[config.mk]
export PLATFORM = sky130hd
export DESIGN_NAME = multicycle_ctrl
export DESIGN_NICKNAME = d
export VERILOG_FILES = /design/src/rtl/multicycle_ctrl.sv
export SDC_FILE = /design/constraint.sdc
export NUM_CORES = 1
export LEC_CHECK = 0
export ABC_AREA = 0
export CORE_MARGIN = 4
export CORE_UTILIZATION = 30
export CTS_CLUSTER_SIZE = 24
export DETAILED_ROUTE_END_ITERATION = 10
export PLACE_DENSITY = 0.51
export REMOVE_ABC_BUFFERS = 1
export SLEW_MARGIN = 20
export SYNTH_ARGS = -nofsm -noshare
export SYNTH_HDL_FRONTEND = slang
export SYNTH_SLANG_ARGS = --single-unit
[constraint.sdc]
create_clock -name clock -period 4.6 [get_ports clock]
set_clock_uncertainty 0.05 [all_clocks]
set_input_delay 0.92 -clock clock [delete_from_list [all_inputs] [get_ports clock]]
set_output_delay 0.92 -clock clock [all_outputs]
set_load 0.05 [all_outputs]
[src/rtl/multicycle_ctrl.sv]
// Multi-cycle RV32I sequencer: FETCH/DECODE/EXEC/MEM/WB with bus-timeout and
// illegal-opcode traps, combinational strobes, and a 64-bit retire counter.
module multicycle_ctrl #(
  parameter int BUS_TIMEOUT = 16
) (
  input  logic        clock,
  input  logic        reset,
  output logic        imem_req,
  input  logic        imem_ready,
  output logic        dmem_req,
  output logic        dmem_we,
  input  logic        dmem_ready,
  input  logic [2:0]  itype,
  input  logic [4:0]  rd,
  input  logic        s_load,
  input  logic        s_store,
  input  logic        s_jump,
  input  logic        s_branch,
  input  logic        s_csr,
  input  logic        br_taken,
  output logic        ir_we,
  output logic        pc_we,
  output logic [1:0]  pc_sel,
  output logic        rf_we,
  output logic        csr_we,
  output logic        trap_valid,
  output logic [3:0]  trap_cause,
  output logic [63:0] instret,
  output logic [2:0]  state
);

  localparam int TW = (BUS_TIMEOUT > 2) ? $clog2(BUS_TIMEOUT) : 1;

  typedef enum logic [2:0] {
    S_IDLE   = 3'd0,
    S_FETCH  = 3'd1,
    S_DECODE = 3'd2,
    S_EXEC   = 3'd3,
    S_MEM    = 3'd4,
    S_WB     = 3'd5,
    S_TRAP   = 3'd6
  } state_t;

  state_t        state_q, state_d;
  logic [TW-1:0] tmo_q;
  logic [3:0]    cause_q, cause_d;
  logic          retire;
  logic          timeout;

  // The wait counter reaches BUS_TIMEOUT-1 on the BUS_TIMEOUT-th waiting cycle.
  assign timeout = (tmo_q == TW'(BUS_TIMEOUT - 1));
  assign state   = state_q;

  always_ff @(posedge clock or posedge reset) begin
    if (reset) begin
      state_q <= S_IDLE;
      tmo_q   <= '0;
      cause_q <= '0;
      instret <= '0;
    end else begin
      state_q <= state_d;
      cause_q <= cause_d;
      if (retire) instret <= instret + 64'd1;
      // Any state change restarts the count, so entering FETCH/MEM always starts at 0.
      if (state_d != state_q)
        tmo_q <= '0;
      else if (state_q == S_FETCH || state_q == S_MEM)
        tmo_q <= tmo_q + 1'b1;
    end
  end

  always_comb begin
    state_d    = state_q;
    cause_d    = cause_q;
    retire     = 1'b0;
    imem_req   = 1'b0;
    dmem_req   = 1'b0;
    dmem_we    = 1'b0;
    ir_we      = 1'b0;
    pc_we      = 1'b0;
    pc_sel     = 2'd0;
    rf_we      = 1'b0;
    csr_we     = 1'b0;
    trap_valid = 1'b0;
    trap_cause = 4'd0;
    case (state_q)
      S_IDLE: state_d = S_FETCH;
      S_FETCH: begin
        imem_req = 1'b1;
        if (imem_ready) begin
          ir_we   = 1'b1;
          state_d = S_DECODE;
        end else if (timeout) begin
          cause_d = 4'd1;
          state_d = S_TRAP;
        end
      end
      S_DECODE: begin
        if (itype == 3'd0) begin
          cause_d = 4'd2;
          state_d = S_TRAP;
        end else begin
          state_d = S_EXEC;
        end
      end
      S_EXEC: begin
        if (s_load || s_store) begin
          state_d = S_MEM;
        end else if (s_branch) begin
          pc_we   = 1'b1;
          pc_sel  = br_taken ? 2'd1 : 2'd0;
          retire  = 1'b1;
          state_d = S_FETCH;
        end else begin
          state_d = S_WB;
        end
      end
      S_MEM: begin
        dmem_req = 1'b1;
        dmem_we  = s_store;
        if (dmem_ready) begin
          if (s_store) begin
            pc_we   = 1'b1;
            retire  = 1'b1;
            state_d = S_FETCH;
          end else begin
            state_d = S_WB;
          end
        end else if (timeout) begin
          cause_d = s_store ? 4'd7 : 4'd5;
          state_d = S_TRAP;
        end
      end
      S_WB: begin
        rf_we   = (rd != 5'd0) && !s_store;
        csr_we  = s_csr;
        pc_we   = 1'b1;
        pc_sel  = s_jump ? 2'd1 : 2'd0;
        retire  = 1'b1;
        state_d = S_FETCH;
      end
      S_TRAP: begin
        trap_valid = 1'b1;
        trap_cause = cause_q;
        pc_we      = 1'b1;
        pc_sel     = 2'd2;
        state_d    = S_FETCH;
      end
      default: state_d = S_IDLE;
    endcase
  end

endmodule
* Word-level counts from Yosys, hierarchy flattened
Index checks and enable logic that the tools add are counted.
** Storage, ports and cells
- Flip-flop bits (word level) :: 75
- Bits in latches :: 0
- RAM bits :: 0
- ROM bits :: 0
- Output and inout bits :: 81
- Word-level logic and storage cells :: 68
- Memories kept :: 0
** Operators by class
- $add $sub $neg :: 2
- Multipliers :: 0
- Div/mod/pow operators :: 0
- $lt $le $gt $ge :: 0
- Equal/unequal tests :: 13
- Shift operators :: 0
- Multiplexer cells :: 37
- Bitwise logic cells :: 0
- Reduce and logical (&&, ||, !) cells :: 12
** Operator list (number)
- $add A64 B1 Y64 const B :: 1
- $mux W4 :: 8
- $mux W3 :: 7
- $mux W1 :: 16
- $pmux W3 S5 :: 1
- $pmux W4 S3 :: 1
- $ne A2 B2 Y1 const B :: 5
- $eq A3 B3 Y1 const B :: 3
- $eq A3 B2 Y1 const B :: 2
- $logic_not A3 Y1 :: 2
- $pmux W1 S3 :: 2
- $pmux W2 S3 :: 1
- $reduce_and A6 Y1 :: 1
- $reduce_bool A5 Y1 :: 1
- $add A4 B1 Y4 const B :: 1
- $eq A4 B4 Y1 const B :: 1
- $eq A3 B1 Y1 const B :: 1
- $ne A3 B3 Y1 :: 1
- $reduce_bool A3 Y1 :: 1
- $reduce_or A3 Y1 :: 1
- $logic_or A1 B1 Y1 :: 2
- $mux W2 :: 1
- $reduce_bool A2 Y1 :: 1
- $reduce_or A2 Y1 :: 1
- other kinds (2) :: 2

* Logic depth before layout (Yosys ltp)
Gate-level depths: netlist of the first run.
- Depth after elaboration :: 6
- Mapped depth :: 6
- Mapped depth without buffers :: 6

* Worst setup path before layout of the first run
Ideal clock, no wire load.
- Path type :: register to output
- Start point :: reg state_q[0], in the netlist state[0]
- End point :: out rf_we
- Arrival :: 2343 ps
- Required time :: 3630 ps
- Slack :: 1287 ps
- Stages on the path, launching flop included :: 5
- Path buffers :: 1
- Cells stage by stage :: dfrtp_1 -> clkbuf_1 -> nor2b_1 -> nand2_1 -> nor3_1
** Between the ends
- Cells in the longest elaborated chain, start to end :: 2
** Ends and longest elaborated chain
- start, declared :: line 44 : state_t state_q, state_d;
- start signal, assigned :: line 61 : state_q <= state_d;
- $eq A3 B3 Y1 :: line 86 : case (state_q)
- $mux W1 :: line 86
- end, declared :: line 24 : output logic rf_we,
No other way between the ends.

* Worst setup path in the final report of the first run
- Start point :: in s_store
- End point :: out pc_we
** Between the ends
- Cells in the longest elaborated chain, start to end :: 3
- Elaborated cells on any way between the ends :: 5
- Classes of those cells :: mux (4); reduce/logical (1)
** Ends and longest elaborated chain
- start, declared :: line 16 : input logic s_store,
- $mux W1 / $logic_or A1 B1 Y1 (equally long branches) :: line 122, 107
- $mux W1, on equally long branches :: line 121, 107
- $pmux W1 S3 * :: line 86
- end, declared :: line 22 : output logic pc_we,
Every way passes the cells marked *; elsewhere a longest branch is shown, timed or not.

==> results of run 1 <==
-- stage by stage --
stage | total power, mW | util [%] | std cells
after floorplan | 1.21 | - | 366
after global placement | 1.43 | 39.9 | 638
after detailed placement | 1.43 | 39.9 | 638
after CTS | 2.31 | 42.8 | 654
after global routing | 2.38 | 42.8 | 654
final | 2.29 | 42.8 | 654
-- final cells by class --
cell class	count	area, um^2	share of cell area (%)
clock inverters	5	125	2.32
flip-flops and latches	74	1850	34.3
multi-input cells	285	1940	36.0
clock buffers	11	243	4.50
inverters	7	27.5	0.510
repair buffers	100	993	18.4
well taps	172	215	3.99
-- state kept, by name, indices dropped and copies added (netlist names) --
name     cells
cause_q      3
instret     64
tmo_q        4
state        3
-- worst paths after layout --
check	startpoint	to	slack, ns	cells after the start
setup / recovery	s_store	pc_we	0.40	5
hold / removal	instret[63]	instret[63]	0.41	1
setup reg to reg	instret[0]	instret[56]	2.09	5
hold reg to reg	instret[63]	instret[63]	0.41	1
max in group asynchronous	reset	instret[21]	2.73	3
min in group asynchronous	reset	cause_q[0]	1.03	2
-- worst reg2reg max path, cell delays in order (launching register included) --
cell,delay (ns)
dfrtp_1,0.43
ha_1,0.30
nand4_2,0.25
nor4_2,0.96
nand4_1,0.22
xnor2_1,0.18
-- layout by cell type, fill, tap and decap left out, types with 5 or more instances in the layout --
cell	synthesis	final
clkdlybuf4s50_1	0	97
dfrtp_1	74	74
xnor2_1	34	34
nand2_1	34	34
xor2_1	32	32
nand4_1	25	25
nor2_1	25	25
nand3_1	21	21
nor3_1	19	19
and3_1	14	14
and4_1	9	9
o21ai_0	9	9
clkbuf_16	0	9
a21oi_1	5	5
inv_1	6	5
nor2b_1	5	5
-- power by group through the flow --
stage | registers (mW) | clock network [mW] | logic [mW]
floorplan | 0.886 | 0 | 0.323
global placement | 0.805 | 0 | 0.624
detailed placement | 0.806 | 0 | 0.623
CTS | 0.794 | 0.889 | 0.628
global route | 0.808 | 0.909 | 0.661
finish | 0.794 | 0.871 | 0.621
-- per-layer routing --
layer,up-vias,part of all wire (%),global-route usage [%]
met4,0,0.93,3.64
met5,-,0,0
li1,1541,-,-
met1,1580,46,19.9
met2,84,47,23.2
met3,11,5.9,3.64
-- logic make-up after synthesis --
family | after synthesis | synth area share (%)
buffers and inverters | 15 | 1.72
flip-flops | 74 | 48.0
AND/OR/NAND/NOR | 188 | 29.6
adder cells (fa/ha/maj) | 2 | 0.648
multiplexers | 2 | 0.551
other | 1 | 0.0971
AO/OA/AOI/OAI | 26 | 4.50
XOR/XNOR | 66 | 15.0
==> impl_metrics.ini, run 1 <==
[route]
routed_wl_mm = 10.5
vias = 3216
routedWlPerCell_um = 16.0
drc = 0
viasPerCell = 4.92
dr.pass1.iters = 4
drtIter0Drc = 145
antenna_left = 0

[power]
p_int_mw = 1.51
leakage_nw = 2.34
p_sw_uw = 772
p_per_area_nw_per_um2 = 424
seqPwrFrac_pct = 34.7
p_comb_share_pct = 27.2
peakVddDrop_mv = 0.352
swShare_pct = 33.7
p_clk_share_pct = 38.1

[logic_synthesis]
netlist_top_cells_count = dfrtp_1, nand2_1, xnor2_1
synth_area_leader_cell = dfrtp_1
synth_top_area_share_pct = 48.0
yosysMostFrequentCell = dfrtp_1
synth_cell_types = 53
avgSynthCellArea_um2 = 10.3
ys_seq_area_share_pct = 48.0
async_flop_share_pct = 100
ys_seq_elements = 74
synth_edf_count = 0
synth_warnings = 0
synth.area.top_cells = dfrtp_1, xnor2_1, xor2_1
ys.flop_type = dfrtp_1
syn_area_um2 = 3860
syn_inst = 374

[final_layout]
syn_to_final_growth_pct = 39.8
fillers = 1268
antenna_cells = 0
fin_area_um2 = 5400
layout-drive-gt1-share_pct = 8.30
layout.nets = 497

[worst_setup_path]
crit_path_start_kind = input pin
critPathMaxFanout = 8
cpMostUsedCell = clkdlybuf4s50_1
crit_arrival_ns = 3.23
crit_buf_inv = 2
crit_chain = clkdlybuf4s50_1 > nand4bb_1 > o22a_1 > o21ai_0 > clkdlybuf4s50_1
critPathMaxStageDelay_ns = 0.85
cp-end-kind = output port
worstSetupPathType = in -> out
critical_path_required_ns = 3.63
cp_top_family = buffers and inverters
critPathSlowestCell = clkdlybuf4s50_1

[sta]
worstMarginPinSlew_ns = 1.03
setup_slack_ns = 0.397
timing.hold.ws_ns = 0.414
setup_tns_ns = 0
finalCritPeriodShare_pct = 91.4
finalHoldViolations = 0
final-setup-viol-count = 0
fmax_mhz = 238
slew_viol_final = 0
fin_crit_ns = 4.20
slew_headroom_pct = 30.6
rsz0062_at_grt = no

[clock_network]
clk_pin_slew_ns = 0.06
cts.hold.buffers_added = 0
postCtsSetupBuffers = 0
numClockSinks = 74
cts_buffers = 9
cts_tree = done
cts-resized-gates = 0
cts_root_buffer = clkbuf_16
worstSkewPairLatency_ns = 0.33
clk_path_buf_depth = 2
h-tree-depth = 3

[global_routing]
grtUsageTotal_pct = 14.6
grt_antenna_before_repair = 0
grt_pass1_vias = 3242
grt_remaining_overflow = 0
grt_pass1_wl_mm = 17.2
grt_max_degree = 50

[floorplanning]
dieArea_um2 = 14800
core-area_um2 = 12600
die_w_um = 121
die_y_um = 121
fp-row-count = 41
io_pins = 99
initial_core_util_pct = 30.6

[placed_design]
numPortBuffers = 97
pre_cts_ws_ns = 0.415
hpwl_mm = 7.70
place.gp.congestion = 0.797
postPlaceCellArea_um2 = 5030

[worst_hold_path]
min_path_type = reg -> reg

[outcome]
outcome = finished clean

[job]
maxCapViolations = 0
No activity file was read; power rests on OpenSTA's default activity.
==> run 2: changes to the inputs <==
--- a/config.mk
+++ b/config.mk
@@ -6,7 +6,7 @@
 export NUM_CORES = 1
 export LEC_CHECK = 0
 export ABC_AREA = 0
-export CORE_MARGIN = 4
+export CORE_MARGIN = 2
 export CORE_UTILIZATION = 30
 export CTS_CLUSTER_SIZE = 24
 export DETAILED_ROUTE_END_ITERATION = 10
==> run 2 against run 1 <==
Power decreased by 7.0%. Register-to-register slack better by 0.02 ns. Critical endpoint unchanged. Routed wire length down 2.0%. Fmax grew 1.4%. Via count rose by 0.50%. Non-clock buffer count did not move. Critical path depth did not move.
==> impl_metrics.ini, run 2 (synthesis gave the netlist of run 1 again) <==
[sta]
rsz0062_at_grt = no
setup_tns_ns = 0
slew_viol_final = 0
fin_crit_ns = 4.15
slew_headroom_pct = 51.8
fmax_mhz = 241
timing.hold.ws_ns = 0.420
finalHoldViolations = 0
final-setup-viol-count = 0
finalCritPeriodShare_pct = 90.1
worstMarginPinSlew_ns = 0.717

[final_layout]
layout_common_cells = clkdlybuf4s50_1, dfrtp_1, xnor2_1, nand2_1, xor2_1
largest_register_ffs = 64
fillers = 1238
layout_commonest_cell = clkdlybuf4s50_1
largest_register = instret
antenna_cells = 0
layout-drive-gt1-share_pct = 7.88
syn_to_final_growth_pct = 38.2
layout.nets = 497
top_regs = instret (64), tmo_q (4)
fin_cells = 654

[worst_setup_path]
cp-end-kind = output port
critPathMaxFanout = 8
critPathSlowestCell = clkdlybuf4s50_1
r2r_start = state[1]
r2r_setup_slack_ns = 2.11
critPathMaxStageDelay_ns = 0.83
cpMostUsedCell = clkdlybuf4s50_1
cp_top_family = buffers and inverters
r2r_cells = 5
worstSetupPathType = in -> out
critical_path_required_ns = 3.63
crit_path_start_kind = input pin
crit_chain = clkdlybuf4s50_1 > nand4bb_1 > o22a_1 > o21ai_0 > clkdlybuf4s50_1
r2r_end = instret[56]
crit_buf_inv = 2
crit_arrival_ns = 3.18

[floorplanning]
core-area_um2 = 12600
dieArea_um2 = 13800
die_w_um = 117
io_pins = 99
fp-row-count = 41
die_y_um = 117
initial_core_util_pct = 30.7

[route]
antenna_left = 0
drc = 0
routedWlPerCell_um = 15.7
dr.pass1.iters = 4
routed_wl_mm = 10.3
drtIter0Drc = 194
viasPerCell = 4.94
vias = 3232

[clock_network]
cts_root_buffer = clkbuf_16
numClockSinks = 74
cts.hold.buffers_added = 0
clk_path_buf_depth = 2
cts_tree = done
worstSkewPairLatency_ns = 0.33
postCtsSetupBuffers = 0
cts_buffers = 9
cts-resized-gates = 0
clk_pin_slew_ns = 0.06
h-tree-depth = 3

[placed_design]
place.gp.congestion = 0.786
numPortBuffers = 97
hpwl_mm = 7.44
place_inst = 638

[global_routing]
grt_antenna_before_repair = 0
grt_max_degree = 31
grtUsageTotal_pct = 15.1
grt_pass1_wl_mm = 16.7
grt_pass1_vias = 3192
grt_remaining_overflow = 0

[worst_hold_path]
min-delay-start = instret[63]
min_to = instret[63]
hold_depth = 1
min_path_type = reg -> reg

[power]
peakVddDrop_mv = 0.332
leakage_nw = 2.33
p_clk_share_pct = 33.5
p_int_mw = 1.37
p_comb_share_pct = 29.0
p_sw_uw = 762
swShare_pct = 35.8
seqPwrFrac_pct = 37.4
p_per_area_nw_per_um2 = 398

[outcome]
outcome = finished clean

[job]
maxCapViolations = 0
[run 2: cell types whose count changed in the layout (fill, tap and decap cells not counted), sizes merged]
cell    delta
clkbuf     +3
clkinv     -1
inv        +1
bufinv     -3
[run 2: worst max-delay path by stage]
| stage | startpoint | depth (start not counted) | slack, ns | to |
|---|---|---|---|---|
| floorplan | state[1] | 2 | 1.25 | pc_we |
| global placement | s_store | 5 | 0.48 | pc_we |
| detailed placement | s_store | 5 | 0.44 | pc_we |
| CTS | s_store | 5 | 0.43 | pc_we |
| global route | s_store | 5 | 0.35 | pc_we |
| finish | s_store | 5 | 0.45 | pc_we |
[run 2: area by class of cell]
| cell class | count | area, um^2 | share of cell area (%) |
|---|---|---|---|
| multi-input combinational | 285 | 1950 | 36.6 |
| tap | 172 | 215 | 4.03 |
| clock inverter | 2 | 35.0 | 0.656 |
| clock buffer | 14 | 264 | 4.95 |
| sequential | 74 | 1850 | 34.7 |
| timing repair buffer | 100 | 993 | 18.6 |
| inverter | 7 | 26.3 | 0.492 |
[run 2: power by group through the flow]
stage	Sequential, mW	Clock [mW]	Combinational (mW)
finish	0.796	0.713	0.618
global placement	0.806	0	0.619
global route	0.811	0.753	0.663
CTS	0.796	0.734	0.624
floorplan	0.886	0	0.323
detailed placement	0.805	0	0.621
[run 2: stage by stage]
stage | worst slack (ns) | area, um^2 | util [%] | power [mW]
after floorplan | 1.25 | 3820 | - | 1.21
after global placement | 0.483 | 5030 | 40.0 | 1.42
after detailed placement | 0.443 | 5030 | 40.0 | 1.43
after CTS | 0.432 | 5330 | 42.4 | 2.15
after global routing | 0.349 | 5340 | 42.5 | 2.23
final | 0.455 | 5340 | 42.5 | 2.13
[run 2: metal layers]
metal,global-route usage (%),share of wire [%]
met3,3.78,5.7
met5,0,0
met2,24.3,46
met1,19.8,47
met4,5.65,0.72
==> run 3: changes to the inputs <==
--- a/config.mk
+++ b/config.mk
@@ -10,6 +10,7 @@
 export CORE_UTILIZATION = 30
 export CTS_CLUSTER_SIZE = 24
 export DETAILED_ROUTE_END_ITERATION = 10
+export GPL_ROUTABILITY_DRIVEN = 0
 export PLACE_DENSITY = 0.51
 export REMOVE_ABC_BUFFERS = 1
 export SLEW_MARGIN = 20
==> results of run 3 <==
The final DEF is identical to that of run 2; final timing and power are the same.
